===== config.mk =====
export PLATFORM = sky130hd
export DESIGN_NAME = contador_monitor
export DESIGN_NICKNAME = d
export VERILOG_FILES = /design/src/rtl/contador_monitor.sv
export SDC_FILE = /design/constraint.sdc
export NUM_CORES = 1
export LEC_CHECK = 0
export BUFFER_PORTS_ARGS = -buffer_cell sky130_fd_sc_hd__buf_4
export CAP_MARGIN = 20
export CORE_ASPECT_RATIO = 1.2
export CORE_MARGIN = 3
export CORE_UTILIZATION = 45
export DETAILED_ROUTE_END_ITERATION = 7
export MAX_ROUTING_LAYER = met4
export PLACE_DENSITY = 0.67
export SLEW_MARGIN = 20
export SYNTH_ARGS = -nofsm -noshare
export SYNTH_HDL_FRONTEND = slang
export SYNTH_SLANG_ARGS = --single-unit

===== constraint.sdc =====
create_clock -name clk -period 1.8 [get_ports clk]
set_clock_uncertainty 0.2 [all_clocks]
set_input_delay 0.36 -clock clk [delete_from_list [all_inputs] [get_ports clk]]
set_output_delay 0.36 -clock clk [all_outputs]
set_load 0.05 [all_outputs]

===== src/rtl/contador_monitor.sv =====
// ---------------------------------------------------------------------------
// contador_monitor
//
// Receive-side checker for an up/down counter output stream. Every valid
// sample is used to predict the next count (+1 when counting up, -1 when
// counting down, 0 after an observed synchronous reset). After LOCK_N
// consecutive correct predictions the monitor locks. While locked, each
// wrong sample produces a one-cycle err pulse and bumps a saturating error
// counter. MAX_MISS consecutive misses drop the monitor into FAULT, and it
// stays there until clr_err or reset. The block only observes and never
// drives the counter.
//
// Optional feature macro: CTR_MON_WRAP_EN
//   When defined, adds wrap (one-cycle pulse on a correct locked sample that
//   crosses the max/0 boundary) and wrap_count (saturating wrap total).
//
// Ports:
//   clk         in   clock, all logic on its rising edge
//   reset       in   asynchronous reset, active low (0 = in reset)
//   valid_in    in   q_in / mode_in / rst_obs hold a sample this cycle
//   q_in        in   observed counter value [WIDTH-1:0]
//   mode_in     in   observed direction, 0 = up, 1 = down
//   rst_obs     in   observed counter synchronous reset for this sample
//   clr_err     in   synchronous clear of err_count, miss count and FAULT
//   locked      out  high while in LOCKED
//   fault       out  high while in FAULT
//   err         out  one-cycle pulse per bad sample while LOCKED
//   err_count   out  saturating mismatch total [ERR_W-1:0]
//   exp_q       out  prediction for the next sample [WIDTH-1:0]
//   wrap        out  (CTR_MON_WRAP_EN only) boundary-crossing pulse
//   wrap_count  out  (CTR_MON_WRAP_EN only) saturating wrap total
// ---------------------------------------------------------------------------
module contador_monitor #(
    parameter int WIDTH    = 8,
    parameter int LOCK_N   = 4,
    parameter int MAX_MISS = 3,
    parameter int ERR_W    = 16
) (
    input  logic             clk,
    input  logic             reset,
    input  logic             valid_in,
    input  logic [WIDTH-1:0] q_in,
    input  logic             mode_in,
    input  logic             rst_obs,
    input  logic             clr_err,
    output logic             locked,
    output logic             fault,
    output logic             err,
    output logic [ERR_W-1:0] err_count,
    output logic [WIDTH-1:0] exp_q
`ifdef CTR_MON_WRAP_EN
    ,
    output logic             wrap,
    output logic [ERR_W-1:0] wrap_count
`endif
);

    localparam int MATCH_W = $clog2(LOCK_N + 1);
    localparam int MISS_W  = $clog2(MAX_MISS + 1);

    typedef enum logic [1:0] {
        UNLOCKED = 2'd0,
        SYNC     = 2'd1,
        LOCKED   = 2'd2,
        FAULT    = 2'd3
    } state_t;

    state_t             state;
    state_t             state_next;
    logic [MATCH_W-1:0] match_cnt;
    logic [MATCH_W-1:0] match_next;
    logic [MISS_W-1:0]  miss_cnt;
    logic [MISS_W-1:0]  miss_next;
    logic               err_inc;
    logic               hit;
    logic [WIDTH-1:0]   pred_q;

    assign hit = (q_in == exp_q);

    // Prediction of the sample that should follow the current one. The
    // arithmetic wraps naturally at the WIDTH boundary, so max->0 and 0->max
    // are ordinary steps rather than errors.
    always_comb begin
        pred_q = '0;
        if (rst_obs) begin
            pred_q = '0;
        end else if (mode_in) begin
            pred_q = q_in - WIDTH'(1);
        end else begin
            pred_q = q_in + WIDTH'(1);
        end
    end

    // Next-state logic. A gap (valid_in low) while syncing or locked throws
    // away the lock. A miss that would reach MAX_MISS is not allowed to enter
    // FAULT when clr_err arrives in the same cycle, because clr_err zeroes
    // the miss count and wins over it.
    always_comb begin
        state_next = state;
        match_next = match_cnt;
        miss_next  = miss_cnt;
        err_inc    = 1'b0;
        case (state)
            UNLOCKED: begin
                if (valid_in) begin
                    state_next = SYNC;
                    match_next = '0;
                end
            end
            SYNC: begin
                if (!valid_in) begin
                    state_next = UNLOCKED;
                    match_next = '0;
                end else if (hit) begin
                    if (match_cnt == MATCH_W'(LOCK_N - 1)) begin
                        state_next = LOCKED;
                        match_next = '0;
                    end else begin
                        match_next = match_cnt + MATCH_W'(1);
                    end
                end else begin
                    match_next = '0;
                end
            end
            LOCKED: begin
                if (!valid_in) begin
                    state_next = UNLOCKED;
                    miss_next  = '0;
                end else if (hit) begin
                    miss_next = '0;
                end else begin
                    err_inc   = 1'b1;
                    miss_next = miss_cnt + MISS_W'(1);
                    if (!clr_err && (miss_cnt == MISS_W'(MAX_MISS - 1))) begin
                        state_next = FAULT;
                    end
                end
            end
            FAULT: begin
                if (clr_err) begin
                    state_next = UNLOCKED;
                end
            end
            default: begin
                state_next = UNLOCKED;
            end
        endcase
        if (clr_err) begin
            miss_next = '0;
        end
    end

    // State, counters and registered outputs. locked/fault are taken from
    // the next state so they become visible right after the deciding edge.
    always_ff @(posedge clk or negedge reset) begin
        if (!reset) begin
            state     <= UNLOCKED;
            match_cnt <= '0;
            miss_cnt  <= '0;
            exp_q     <= '0;
            err       <= 1'b0;
            err_count <= '0;
            locked    <= 1'b0;
            fault     <= 1'b0;
        end else begin
            state     <= state_next;
            match_cnt <= match_next;
            miss_cnt  <= miss_next;
            err       <= err_inc;
            locked    <= (state_next == LOCKED);
            fault     <= (state_next == FAULT);
            if (valid_in) begin
                exp_q <= pred_q;
            end
            if (clr_err) begin
                err_count <= '0;
            end else if (err_inc && (err_count != {ERR_W{1'b1}})) begin
                err_count <= err_count + ERR_W'(1);
            end
        end
    end

`ifdef CTR_MON_WRAP_EN
    logic [WIDTH-1:0] prev_q;
    logic             prev_mode;
    logic             prev_rst;
    logic             wrap_inc;

    // A wrap is a correct locked sample that completes a max->0 step while
    // counting up or a 0->max step while counting down. A step caused by an
    // observed counter reset is not a wrap.
    assign wrap_inc = (state == LOCKED) && valid_in && hit && !prev_rst &&
                      (((q_in == '0) && (prev_q == {WIDTH{1'b1}}) && !prev_mode) ||
                       ((q_in == {WIDTH{1'b1}}) && (prev_q == '0) && prev_mode));

    // Previous-sample history and the wrap outputs.
    always_ff @(posedge clk or negedge reset) begin
        if (!reset) begin
            prev_q     <= '0;
            prev_mode  <= 1'b0;
            prev_rst   <= 1'b0;
            wrap       <= 1'b0;
            wrap_count <= '0;
        end else begin
            wrap <= wrap_inc;
            if (valid_in) begin
                prev_q    <= q_in;
                prev_mode <= mode_in;
                prev_rst  <= rst_obs;
            end
            if (clr_err) begin
                wrap_count <= '0;
            end else if (wrap_inc && (wrap_count != {ERR_W{1'b1}})) begin
                wrap_count <= wrap_count + ERR_W'(1);
            end
        end
    end
`endif

endmodule


==> results.yml <==
clocking:
  clock-root-buffer: "clkbuf_8"
  clkTransAtPathRegs_ns: 0.07
  numCtsBuffers: 5
  htree_levels: 2
  cts_sinks: 34
  cts_tree: "done"
  clock_latency_ns: 0.30
  clockBufferDepth: 2
drt:
  finalWirelength_mm: 5.324
  wl_per_cell_um: 14.31
  firstDrtPassIters: 4
  drc: 0
  drt-initial-drc-count: 66
  via_count: 1967
  vias_per_cell: 5.288
  drtAntennaViolNets: 0
worst_hold_path:
  hp-class: "input pin to flop"
worst_setup_path:
  cp_data_required_time_ns: 1.82
  path_class: "flop to flop"
  arrival_ns: 1.92
  critPathMaxFanout: 8
  start_kind: "flop"
  cp-end-kind: "flop"
layout:
  drive_gt1_frac: 0.5095
  num-fill-cells: 328
  antennaDiodeCount: 0
  areaGrowthSynthToFinish_pct: 56.06
  fin_nets: 339
  utilization: 0.7415
logic_synthesis:
  synthCells: 212
  synth_flop_cell: "dfrtp_1"
  synth_edf_count: 0
  ys_ff_latch: 34
  syn_avg_cell_area_um2: 9.697
  async_reset_ff_frac: 1.000
  yosys_warnings: 0
  syn_area_mm2: 0.002056
  ys_seq_area_frac: 0.4139
  synth_cell_types: 41
  syn_nets: 236
floorplan:
  rows: 26
  ioPinCount: 41
  die_width_um: 67.70
  initial_core_util: 0.4751
  core_mm2: 0.004327
  die_area_mm2: 0.005419
  die_y_um: 80.04
global_routing:
  antenna_found_initial: 0
  grt_max_degree: 35
  grtUsageTotal: 0.2207
  grt_pass1_wl_mm: 8.811
  grt_overflow: 0
  grt_pass1_vias: 1991
sta:
  finalCritPeriodShare: 1.054
  post-route-min-period_ns: 1.898
  final-hold-violation-count: 0
  setup_viol: 14
  tightestPinTransition_ns: 0.4339
  relSlewSlack: 0.7107
  rsz0062_at_grt: "true"
  fmax_mhz: 526.9
  drv_slew: 0
  fin_ws_ns: -0.09780
power_and_ir_drop:
  p_leak_nw: 1.456
  cellPowerDensity_mw_per_mm2: 782.0
  irDropWorstVdd_v: 0.0005440
placed_design:
  hpwl_mm: 3.898
  portBuffers: 40
  dp_slack_ns: -0.2172
  routabilityCongestion: 0.8157
status:
  status: "finished with violations"
  violations: "negative setup slack"
job:
  max_cap_viol_count: 0
Yosys cell counts, types with 5 or more instances:
library cell / n / area [µm²]
dfrtp_1: 34 / 850.8
nand2_1: 21 / 78.83
a21oi_1: 12 / 60.06
nor2_1: 11 / 41.29
nor2b_1: 11 / 68.82
o21ai_0: 11 / 55.05
xnor2_1: 11 / 96.34
ha_1: 9 / 112.6
nand4_1: 7 / 43.79
o2bb2ai_1: 7 / 61.31
or4_1: 7 / 52.55
inv_1: 6 / 22.52
and3_1: 5 / 31.28
and4_1: 5 / 43.79
o31ai_1: 5 / 37.54
or3_1: 5 / 31.28
worst paths after layout:
check	start	end	slack, ns	cells past startpoint
setup / recovery	exp_q[4]	err_count[8]	-0.1	6
hold / removal	q_in[0]	exp_q[0]	0.08	2
setup reg to reg	exp_q[4]	err_count[8]	-0.1	6
hold reg to reg	match_cnt[1]	match_cnt[1]	0.29	2
max in group asynchronous	reset	err_count[4]	0.70	2
min in group asynchronous	reset	err_count[9]	0.34	2
metal layers:
metal | vias to the layer above | global-route usage | routed length [µm]
met3 | 7 | 0.04789 | 198
met5 | - | - | 0
li1 | 977 | - | -
met1 | 949 | 0.2422 | 2203
met4 | 0 | 0.07505 | 64
met2 | 34 | 0.3866 | 2858
metrics by stage:
step / setup TNS (ns) / area [µm²] / hold WS [ns] / power, mW / cells
after detailed placement: -3.382 / 2968 / 0.1409 / 1.771 / 358
after global placement: -3.016 / 2968 / 0.1370 / 1.761 / 358
final: -0.6858 / 3208 / 0.07787 / 2.509 / 372
after global routing: -2.843 / 3208 / 0.08256 / 2.638 / 372
after CTS: -0.7770 / 3136 / 0.07457 / 2.492 / 370
after floorplan: -1.760 / 2195 / -0.1356 / 1.419 / 212
worst max-delay path: stages (launching register included):
cell	delay, ns
dfrtp_2	0.42
xnor2_1	0.13
nand4_1	0.19
nor2_2	0.12
buf_4	0.16
or4_1	0.49
a21oi_1	0.13
report_power, final:
group	total [mW]	switching [mW]	leakage (nW)	internal, mW
clock network	0.699	0.291	0.0579	0.407
registers	0.891	0.0500	0.431	0.841
logic	0.919	0.495	0.967	0.423
total	2.51	0.837	1.46	1.67
cell type report:
| type | instances | area [µm²] | area share |
|---|---|---|---|
| Multi-Input combinational cell | 163 | 1320 | 0.4115 |
| Sequential cell | 34 | 875.8 | 0.2730 |
| Timing Repair Buffer | 104 | 807.0 | 0.2516 |
| Tap cell | 56 | 70.07 | 0.02184 |
| Clock buffer | 5 | 68.82 | 0.02145 |
| Clock inverter | 3 | 40.04 | 0.01248 |
| Inverter | 7 | 26.28 | 0.008190 |
cells by family (layout without fill, tap and decap cells):
group	count (synthesis)	after routing	share of synthesized area
AO/OA/AOI/OAI	48	48	0.1589
XOR/XNOR	15	15	0.06390
adder cells (fa/ha/maj)	10	10	0.06452
buffers and inverters	15	119	0.03286
flip-flops	34	34	0.4139
multiplexers	5	5	0.02678
AND/OR/NAND/NOR	85	85	0.2392
what timing repair did:
item,in CTS,in global routing
endpoints found under the hold margin,34,0
setup buffers,3,2
pin swaps,3,9
cloned,0,0
resized for setup,6,9
hold buffers,1,0
endpoints found under the setup margin,20,26
sequential cells by signal (all words and copies together), names as in the netlist:
name	count
state	2
miss_cnt	2
err	1
locked	1
fault	1
match_cnt	3
err_count	16
exp_q	8
cell usage in the layout (no fill, tap or decap), drive strengths merged, types with 2 or more instances in the layout:
cell	count
buf	103
dfrtp	34
nand2	21
a21oi	12
nor2b	12
nor2	11
o21ai	11
xnor2	11
ha	9
nand4	8
o2bb2ai	7
or4	7
inv	6
or3	5
clkbuf	5
o31ai	5
nand3	5
and3	5
and4	5
nand2b	4
xor2	4
o211ai	4
mux2	4
clkinv	3
a21o	2
No activity file was read; power rests on OpenSTA's default activity.
